`config.mk`:
```
export PLATFORM = sky130hd
export DESIGN_NAME = ladybird_execute_stage_flat
export DESIGN_NICKNAME = d
export VERILOG_FILES = /design/src/rtl/ladybird_execute_stage_if.sv /design/src/rtl/ladybird_execute_stage.sv /design/src/flat_wrapper.sv
export SDC_FILE = /design/constraint.sdc
export NUM_CORES = 1
export LEC_CHECK = 0
export CELL_PAD_IN_SITES_DETAIL_PLACEMENT = 1
export CELL_PAD_IN_SITES_GLOBAL_PLACEMENT = 2
export CORE_ASPECT_RATIO = 1.1
export CORE_MARGIN = 2
export CORE_UTILIZATION = 40
export CTS_CLUSTER_SIZE = 25
export DETAILED_ROUTE_END_ITERATION = 7
export DONT_BUFFER_PORTS = 1
export HOLD_SLACK_MARGIN = 0.1
export MAX_ROUTING_LAYER = met4
export PLACE_DENSITY_LB_ADDON = 0.08
export SYNTH_ARGS = -nofsm -noshare
export SYNTH_HDL_FRONTEND = slang
export SYNTH_SLANG_ARGS = --single-unit
```
`constraint.sdc`:
```
create_clock -name CLK -period 4.7 [get_ports CLK]
set_input_delay 1.175 -clock CLK [delete_from_list [all_inputs] [get_ports CLK]]
set_output_delay 1.175 -clock CLK [all_outputs]
set_load 0.02 [all_outputs]
```
`src/rtl/ladybird_execute_stage_if.sv`:
```
// Operand/result handshake bundle for ladybird_execute_stage.
// slave: the execute stage. master: whatever drives operands and consumes results.
interface ladybird_execute_stage_if #(
   parameter int unsigned XLEN = 32
);
   logic            IN_VALID;
   logic            IN_READY;
   logic [2:0]      IN_OPERATION;
   logic            IN_ALTERNATE;
   logic [XLEN-1:0] IN_SRC1;
   logic [XLEN-1:0] IN_SRC2;
   logic [4:0]      IN_RS1;
   logic [4:0]      IN_RS2;
   logic [4:0]      IN_RD;
   logic            OUT_VALID;
   logic            OUT_READY;
   logic [XLEN-1:0] OUT_RESULT;
   logic [4:0]      OUT_RD;
   logic            OUT_WE;

   modport slave (
      input  IN_VALID, IN_OPERATION, IN_ALTERNATE, IN_SRC1, IN_SRC2,
             IN_RS1, IN_RS2, IN_RD, OUT_READY,
      output IN_READY, OUT_VALID, OUT_RESULT, OUT_RD, OUT_WE
   );

   modport master (
      output IN_VALID, IN_OPERATION, IN_ALTERNATE, IN_SRC1, IN_SRC2,
             IN_RS1, IN_RS2, IN_RD, OUT_READY,
      input  IN_READY, OUT_VALID, OUT_RESULT, OUT_RD, OUT_WE
   );
endinterface

```
`src/rtl/ladybird_execute_stage.sv`:
```
// Two-register integer execute stage: operand register A feeds the ALU,
// result register B drives the output bundle. Full-throughput valid/ready.
// Optional feature: define LADYBIRD_EXEC_FORWARD_EN to forward B's result
// into A's operands when B.rd matches A.rs1/A.rs2 (rd 0 never forwards).
module ladybird_execute_stage #(
   parameter int unsigned XLEN = 32
) (
   input logic                   CLK,
   input logic                   RESET_N,
   ladybird_execute_stage_if.slave bus
);
   localparam int unsigned RW  = 5;
   localparam int unsigned SHW = 5;

   localparam logic [2:0] OP_ADD  = 3'b000;
   localparam logic [2:0] OP_SLL  = 3'b001;
   localparam logic [2:0] OP_SLT  = 3'b010;
   localparam logic [2:0] OP_SLTU = 3'b011;
   localparam logic [2:0] OP_XOR  = 3'b100;
   localparam logic [2:0] OP_SR   = 3'b101;
   localparam logic [2:0] OP_OR   = 3'b110;
   localparam logic [2:0] OP_AND  = 3'b111;

   typedef struct packed {
      logic [2:0]      op;
      logic            alt;
      logic [XLEN-1:0] src1;
      logic [XLEN-1:0] src2;
`ifdef LADYBIRD_EXEC_FORWARD_EN
      logic [RW-1:0]   rs1;
      logic [RW-1:0]   rs2;
`endif
      logic [RW-1:0]   rd;
   } a_bundle_t;

   logic            a_valid;
   a_bundle_t       a_q;
   logic            b_valid;
   logic            b_we;
   logic [XLEN-1:0] b_result;
   logic [RW-1:0]   b_rd;

   logic            a_to_b;
   logic            in_ready;
   logic            in_fire;
   logic [XLEN-1:0] op1;
   logic [XLEN-1:0] op2;
   logic [XLEN-1:0] alu_out;
   logic [XLEN-1:0] result;
   logic            lt_signed;
   logic            lt_unsigned;

   // Handshake control: A drains into B whenever B is empty or being emptied.
   always_comb begin
      a_to_b   = a_valid && (!b_valid || bus.OUT_READY);
      in_ready = !a_valid || a_to_b;
      in_fire  = bus.IN_VALID && in_ready;
   end

   assign bus.IN_READY   = in_ready;
   assign bus.OUT_VALID  = b_valid;
   assign bus.OUT_RESULT = b_result;
   assign bus.OUT_RD     = b_rd;
   assign bus.OUT_WE     = b_we;

`ifndef LADYBIRD_EXEC_FORWARD_EN
   logic unused_rs;
   assign unused_rs = ^{bus.IN_RS1, bus.IN_RS2};
`endif

   // Operand select: latched operands, optionally overridden by B's result.
   always_comb begin
      op1 = a_q.src1;
      op2 = a_q.src2;
`ifdef LADYBIRD_EXEC_FORWARD_EN
      if (b_valid && (b_rd != '0) && (b_rd == a_q.rs1)) op1 = b_result;
      if (b_valid && (b_rd != '0) && (b_rd == a_q.rs2)) op2 = b_result;
`endif
   end

   // ALU: add/sub, shifts (amount from op2 low bits), logic ops.
   always_comb begin
      alu_out = '0;
      case (a_q.op)
         OP_ADD:  alu_out = a_q.alt ? (op1 + ~op2 + XLEN'(1)) : (op1 + op2);
         OP_SLL:  alu_out = op1 << op2[SHW-1:0];
         OP_XOR:  alu_out = op1 ^ op2;
         OP_SR:   alu_out = a_q.alt ? XLEN'($signed(op1) >>> op2[SHW-1:0])
                                    : (op1 >> op2[SHW-1:0]);
         OP_OR:   alu_out = op1 | op2;
         OP_AND:  alu_out = op1 & op2;
         default: alu_out = '0;
      endcase
   end

   // Set-less-than results replace the ALU output for slt/sltu.
   always_comb begin
      lt_signed   = $signed(op1) < $signed(op2);
      lt_unsigned = op1 < op2;
      result      = alu_out;
      if (a_q.op == OP_SLT)  result = XLEN'(lt_signed);
      if (a_q.op == OP_SLTU) result = XLEN'(lt_unsigned);
   end

   // Stage A: capture the operand bundle on input handshake.
   always_ff @(posedge CLK or negedge RESET_N) begin
      if (!RESET_N) begin
         a_valid <= 1'b0;
         a_q     <= '0;
      end else begin
         if (in_fire) begin
            a_valid  <= 1'b1;
            a_q.op   <= bus.IN_OPERATION;
            a_q.alt  <= bus.IN_ALTERNATE;
            a_q.src1 <= bus.IN_SRC1;
            a_q.src2 <= bus.IN_SRC2;
`ifdef LADYBIRD_EXEC_FORWARD_EN
            a_q.rs1  <= bus.IN_RS1;
            a_q.rs2  <= bus.IN_RS2;
`endif
            a_q.rd   <= bus.IN_RD;
         end else if (a_to_b) begin
            a_valid <= 1'b0;
         end
      end
   end

   // Stage B: register the result; hold while the consumer stalls.
   always_ff @(posedge CLK or negedge RESET_N) begin
      if (!RESET_N) begin
         b_valid  <= 1'b0;
         b_we     <= 1'b0;
         b_result <= '0;
         b_rd     <= '0;
      end else begin
         if (a_to_b) begin
            b_valid  <= 1'b1;
            b_we     <= (a_q.rd != '0);
            b_result <= result;
            b_rd     <= a_q.rd;
         end else if (bus.OUT_READY) begin
            b_valid <= 1'b0;
            b_we    <= 1'b0;
         end
      end
   end
endmodule

```
`src/flat_wrapper.sv`:
```
// flat-port wrapper written by rule: the top's interface ports become plain ports
module ladybird_execute_stage_flat 
#(
   parameter int unsigned XLEN = 32
)
  (CLK, RESET_N, bus_IN_VALID, bus_IN_OPERATION, bus_IN_ALTERNATE, bus_IN_SRC1, bus_IN_SRC2, bus_IN_RS1, bus_IN_RS2, bus_IN_RD, bus_OUT_READY, bus_IN_READY, bus_OUT_VALID, bus_OUT_RESULT, bus_OUT_RD, bus_OUT_WE);
  ladybird_execute_stage_if #(.XLEN(XLEN)) bus_i ();
  input logic CLK;
  input logic RESET_N;
  input wire logic [$bits(bus_i.IN_VALID)-1:0] bus_IN_VALID;
  input wire logic [$bits(bus_i.IN_OPERATION)-1:0] bus_IN_OPERATION;
  input wire logic [$bits(bus_i.IN_ALTERNATE)-1:0] bus_IN_ALTERNATE;
  input wire logic [$bits(bus_i.IN_SRC1)-1:0] bus_IN_SRC1;
  input wire logic [$bits(bus_i.IN_SRC2)-1:0] bus_IN_SRC2;
  input wire logic [$bits(bus_i.IN_RS1)-1:0] bus_IN_RS1;
  input wire logic [$bits(bus_i.IN_RS2)-1:0] bus_IN_RS2;
  input wire logic [$bits(bus_i.IN_RD)-1:0] bus_IN_RD;
  input wire logic [$bits(bus_i.OUT_READY)-1:0] bus_OUT_READY;
  output wire logic [$bits(bus_i.IN_READY)-1:0] bus_IN_READY;
  output wire logic [$bits(bus_i.OUT_VALID)-1:0] bus_OUT_VALID;
  output wire logic [$bits(bus_i.OUT_RESULT)-1:0] bus_OUT_RESULT;
  output wire logic [$bits(bus_i.OUT_RD)-1:0] bus_OUT_RD;
  output wire logic [$bits(bus_i.OUT_WE)-1:0] bus_OUT_WE;
  assign bus_i.IN_VALID = bus_IN_VALID;
  assign bus_i.IN_OPERATION = bus_IN_OPERATION;
  assign bus_i.IN_ALTERNATE = bus_IN_ALTERNATE;
  assign bus_i.IN_SRC1 = bus_IN_SRC1;
  assign bus_i.IN_SRC2 = bus_IN_SRC2;
  assign bus_i.IN_RS1 = bus_IN_RS1;
  assign bus_i.IN_RS2 = bus_IN_RS2;
  assign bus_i.IN_RD = bus_IN_RD;
  assign bus_i.OUT_READY = bus_OUT_READY;
  assign bus_IN_READY = bus_i.IN_READY;
  assign bus_OUT_VALID = bus_i.OUT_VALID;
  assign bus_OUT_RESULT = bus_i.OUT_RESULT;
  assign bus_OUT_RD = bus_i.OUT_RD;
  assign bus_OUT_WE = bus_i.OUT_WE;
  ladybird_execute_stage #(.XLEN(XLEN)) u_core (.CLK(CLK), .RESET_N(RESET_N), .bus(bus_i));
endmodule
```
---- Yosys cells after proc, flatten, opt, wreduce, memory -nomap -nowiden ----
Cells that the tools add are included.
storage, ports and cells
  input bits .............................. 87
  word-level logic and storage cells ...... 49
  flip-flop bits (word level) ............. 113
operators by class
  shift operators ......................... 3
  order comparisons ....................... 2
  mux-type cells .......................... 10
  eq/ne operators ......................... 7
  reduce and logical (&&, ||, !) cells .... 10
  bitwise logic cells ..................... 4
  add/sub/neg operators ................... 3
operators by type and width
  operator                                                                number
  32-bit case mux with 6 select lines                                     1
  32-bit two-way mux                                                      4
  32-bit adder                                                            2
  32-bit less-than comparator                                             2
  32-bit by 1-bit adder with 32-bit output (second input constant)        1
  32-bit AND                                                              1
  32-bit inverter                                                         1
  32-bit bitwise OR                                                       1
  32-bit by 5-bit << shifter with 32-bit output                           1
  32-bit by 5-bit right shift with 32-bit output                          1
  32-bit by 5-bit >>> shifter with 32-bit output                          1
  32-bit XOR                                                              1
  3-bit equality test (second input constant)                             4
  3-bit by 2-bit equality test with 1-bit output (second input constant)  2
  1-bit two-way mux                                                       5
  5-bit nonzero test                                                      1
  2-bit nonzero test                                                      2
  3-bit by 1-bit equality test with 1-bit output (second input constant)  1
  3-bit logical NOT                                                       1
  1-bit logical AND                                                       2
  1-bit logical NOT                                                       2
  1-bit logical OR                                                        2

---- Logic depth before layout (Yosys ltp) ----
  word-level depth ........................ 7
  depth in mapped cells ................... 15
  mapped depth without buffers ............ 13

---- Least setup slack after synthesis ----
Ideal clock, no wire load.
  path type ............................... reg-to-reg
  start point ............................. register u_core.a_q (netlist bit u_core.op2[3])
  end point ............................... register u_core.b_result[31] (netlist: u_core.bus.OUT_RESULT[31])
  stages on the path, launching flop included .. 15
  setup slack ............................. 1.079 ns
  setup time .............................. 0.130 ns
  data arrival time ....................... 3.491 ns
  buffers on the path ..................... 4
  cells stage by stage .................... dfrtp_1 > clkbuf_1 > inv_1 > buf_1 > clkbuf_1 > ha_1 > buf_6 > or4_4 > a21oi_4 > a211oi_2 > o41a_4 > o21bai_4 > a211oi_1 > a211oi_2 > o21ai_1
on the way
  longest elaborated chain between the ends .. 7
  elaborated cells on any way between the ends .. 12
  those cells by class .................... add/sub (3); shift (3); mux (5); bitwise (1)
ends and longest elaborated chain
  element                                   line                           RTL
  start, declared                           ladybird_execute_stage.sv:37   a_bundle_t a_q;
  32-bit inverter                           ladybird_execute_stage.sv:85   OP_ADD: alu_out = a_q.alt ? (op1 + ~op2 + XLEN'(1)) : (op1 + op2);
  32-bit adder                              ladybird_execute_stage.sv:85
  32-bit by 1-bit adder with 32-bit output  ladybird_execute_stage.sv:85
  32-bit two-way mux                        ladybird_execute_stage.sv:85
  32-bit case mux with 6 select lines *     ladybird_execute_stage.sv:84   case (a_q.op)
  32-bit two-way mux *                      ladybird_execute_stage.sv:101  if (a_q.op == OP_SLT) result = XLEN'(lt_signed);
  32-bit two-way mux *                      ladybird_execute_stage.sv:102  if (a_q.op == OP_SLTU) result = XLEN'(lt_unsigned);
  end signal, assigned                      ladybird_execute_stage.sv:139  b_result <= result;
  end, declared                             ladybird_execute_stage.sv:40   logic [XLEN-1:0] b_result;
Every way passes the cells marked *; elsewhere a longest branch is shown, timed or not.
A chain may end at the register's enable or synchronous reset.

---- Final worst setup path ----
  start point ............................. register u_core.a_q (netlist bit u_core.op2[1])
  end point ............................... register u_core.b_result[27] (netlist: u_core.bus.OUT_RESULT[27])
The elaborated chain is that of the path after synthesis.

==> impl_metrics.toml <==
[outcome]
status = "completed"

[setup_path]
r2r-start = "u_core.op2[1]$_DFFE_PN0P_"
regToRegSetupSlack_ns = 0.80
critPathLaunchType = "flip-flop"
cp-end-kind = "flip-flop"
rr_worst_depth = 11
criticalPathCategory = "reg2reg"
crit_required_ns = 5.04
cp_max_fo = 68
worstPathArrival_ns = 4.23
r2r-end = "u_core.bus.OUT_RESULT[27]$_DFFE_PN0P_"

[global_route]
grt_pass1_vias = 12185
grt_max_degree = 114
grt.overflow.total = 0
globalRouteMet2Util_pct = 54.9
antenna_found_initial = 0
track_usage_pct = 34.4
grtUsageMet3_pct = 6.05
grt_pass1_wl_um = 81700
top_usage_layer = "met2"
gr-usage-met1_pct = 40.6

[sta]
finalCriticalPeriod_ns = 3.90
setup_viol = 0
rsz0062_at_grt = "false"
hold_viol_final = 0
slew_headroom_pct = 32.0
fin_crit_sh_pct = 82.9
max_freq_ghz = 0.257
skew_ns = 0.0148
finalSetupTns_ns = 0
slew_violations = 0
max_slew.worst_pin.slew_ns = 1.02

[placed_design]
dpl-instance-area_um2 = 13200
io_buffers = 0
place_congestion = 0.948
dp_hpwl_um = 41000

[yosys]
yosysWarnings = 0
synth-compound-area-share_pct = 25.0
synth_area_leaders = "dfrtp_1, ha_1, mux4_2"
netlist_area_um2 = 12800
synth-edff-count = 0
synth_top_cell_area_share_pct = 22.1
synthXorXnorAreaFrac_pct = 1.64
synth_commonest_cells = "nor2_1, a21oi_1, inv_1"
synth-seq-cells = 113
synth_nets = 1684
synth_cells = 1498
syn_avg_cell_area_um2 = 8.53
async_reset_ff_share_pct = 100
synth_top_family_by_area = "compound AO/OA/AOI/OAI gates"
yosysTopAreaCell = "dfrtp_1"
ys.flop_type = "dfrtp_1"
yosysMostFrequentCell = "nor2_1"
muxShareOfSynthArea_pct = 21.3
synth.distinct_cells = 86
synth_fa_ha_area_share_pct = 9.81
ys_seq_area_share_pct = 22.1
synthSimpleGateAreaFrac_pct = 12.7

[floorplanning]
fp-row-count = 68
die_w_um = 174
io_pins = 127
core_area_um2 = 31400
start_util_pct = 40.7
dieArea_um2 = 33400
fp.dieH_um = 191

[route]
vias = 12252
viasPerCell = 6.49
wire_per_inst_um = 29.4
drt_iter0_markers = 1166
routed_wl_um = 55500
drc = 0
firstDrtPassIters = 5
ant_nets = 0

[cts]
cts_tree = "yes"
root_buffer = "clkbuf_16"
cts_sinks = 113
ctsResizeCount = 0
clk_pin_slew_ns = 0.07
clock_latency_ns = 0.46
cts_setup_buffers = 0
cts_max_path_buffers = 2
cts_made_buffers = 17
holdBufCountCts = 0
cts-htree-levels = 4

[final_layout]
fin_area_um2 = 13800
area_growth_pct = 8.32
fin_nets = 1641
diodes = 0
drive_gt1_share_pct = 17.2
final_util_pct = 44.1

[run]
maxCapViolations = 0

[power]
power.density_nw_per_um2 = 472
peakVddDrop_v = 0.000248
total_power_w = 0.00654
leakagePower_nw = 5.91

[hold_path]
min_path_type = "in2async"
==> layout make-up <==
type / instances / area [µm²]
fill: 3680 / 17600
multi-input combinational: 1154 / 9010
sequential: 113 / 2840
tap: 420 / 526
clock buffer: 18 / 439
inverter: 117 / 439
timing repair buffer: 52 / 403
clock inverter: 14 / 189
==> placed cells by master, fill, tap and decap left out, drive strengths merged, types with 11 or more instances in the layout <==
cell type / instances
nand3: 23
a22o: 20
a221oi: 11
a21o: 19
dfrtp: 113
nor2: 142
inv: 117
mux2: 83
nor3: 23
or3: 12
mux4: 52
mux2i: 61
nand2: 114
clkbuf: 18
a211oi: 16
a22oi: 22
o21ai: 112
xnor2: 23
a21oi: 117
buf: 52
o211ai: 33
ha: 97
==> stage by stage <==
step	setup slack, ns	hold WS, ns	std cells
2_1_floorplan	1.08	0.447	1498
3_5_place_dp	0.922	0.477	1856
5_1_grt	0.591	0.393	1888
6_report	0.805	0.410	1888
3_3_place_gp	0.971	0.456	1856
4_1_cts	0.872	0.380	1888
==> critical path, stage by stage (launching register included) <==
cell      delay, ns
dfrtp_2        0.35
buf_4          0.72
ha_1           0.33
a211oi_1       0.08
o21a_1         0.26
a21o_1         0.22
o31ai_1        0.54
a211o_1        0.28
a41oi_1        0.15
o311ai_0       0.52
a21oi_1        0.13
nand3b_1       0.17
==> worst max path at each step <==
stage | slack, ns | end | start | cells after the start
after detailed placement | 0.92 | u_core.bus.OUT_RESULT[27]$_DFFE_PN0P_ | u_core.op2[1]$_DFFE_PN0P_ | 11
after CTS | 0.87 | u_core.bus.OUT_RESULT[27]$_DFFE_PN0P_ | u_core.op2[1]$_DFFE_PN0P_ | 11
after global routing | 0.59 | u_core.bus.OUT_RESULT[27]$_DFFE_PN0P_ | u_core.op2[1]$_DFFE_PN0P_ | 11
after floorplan | 1.08 | u_core.bus.OUT_RESULT[31]$_DFFE_PN0P_ | u_core.op2[3]$_DFFE_PN0P_ | 14
after global placement | 0.97 | u_core.bus.OUT_RESULT[31]$_DFFE_PN0P_ | u_core.op2[1]$_DFFE_PN0P_ | 11
final | 0.80 | u_core.bus.OUT_RESULT[27]$_DFFE_PN0P_ | u_core.op2[1]$_DFFE_PN0P_ | 11
==> per-layer routing <==
metal	vias to the layer above	wire length (µm)
li1	5407	-
met1	6231	22400
met2	490	26100
met3	124	3240
met4	0	3790
met5	-	0
==> registers in the layout (all words and copies together), names as in the netlist <==
register,count
u_core.op1,32
u_core.a_valid,1
u_core.bus.OUT_RESULT,32
u_core.bus.OUT_WE,1
u_core.bus.OUT_VALID,1
u_core.bus.OUT_RD,5
u_core.a_q,9
u_core.op2,32
==> where the power goes <==
| group | total, W | internal (W) | switching [W] |
|---|---|---|---|
| clock | 0.00143 | 0.000895 | 0.000533 |
| combinational | 0.00356 | 0.00132 | 0.00224 |
| sequential | 0.00155 | 0.00117 | 0.000380 |
| total | 0.00654 | 0.00338 | 0.00315 |
==> cell families (layout without fill, tap and decap cells) <==
kind of cell | count (synthesis) | in the layout
muxes | 196 | 196
xor gates and xnor gates | 24 | 24
DFF | 113 | 113
AOI/OAI and AO/OA | 469 | 469
adders and majority gates | 99 | 99
and+or+nand+nor | 366 | 366
buffers and inverters | 231 | 201
(Power assumes the default switching activity.)
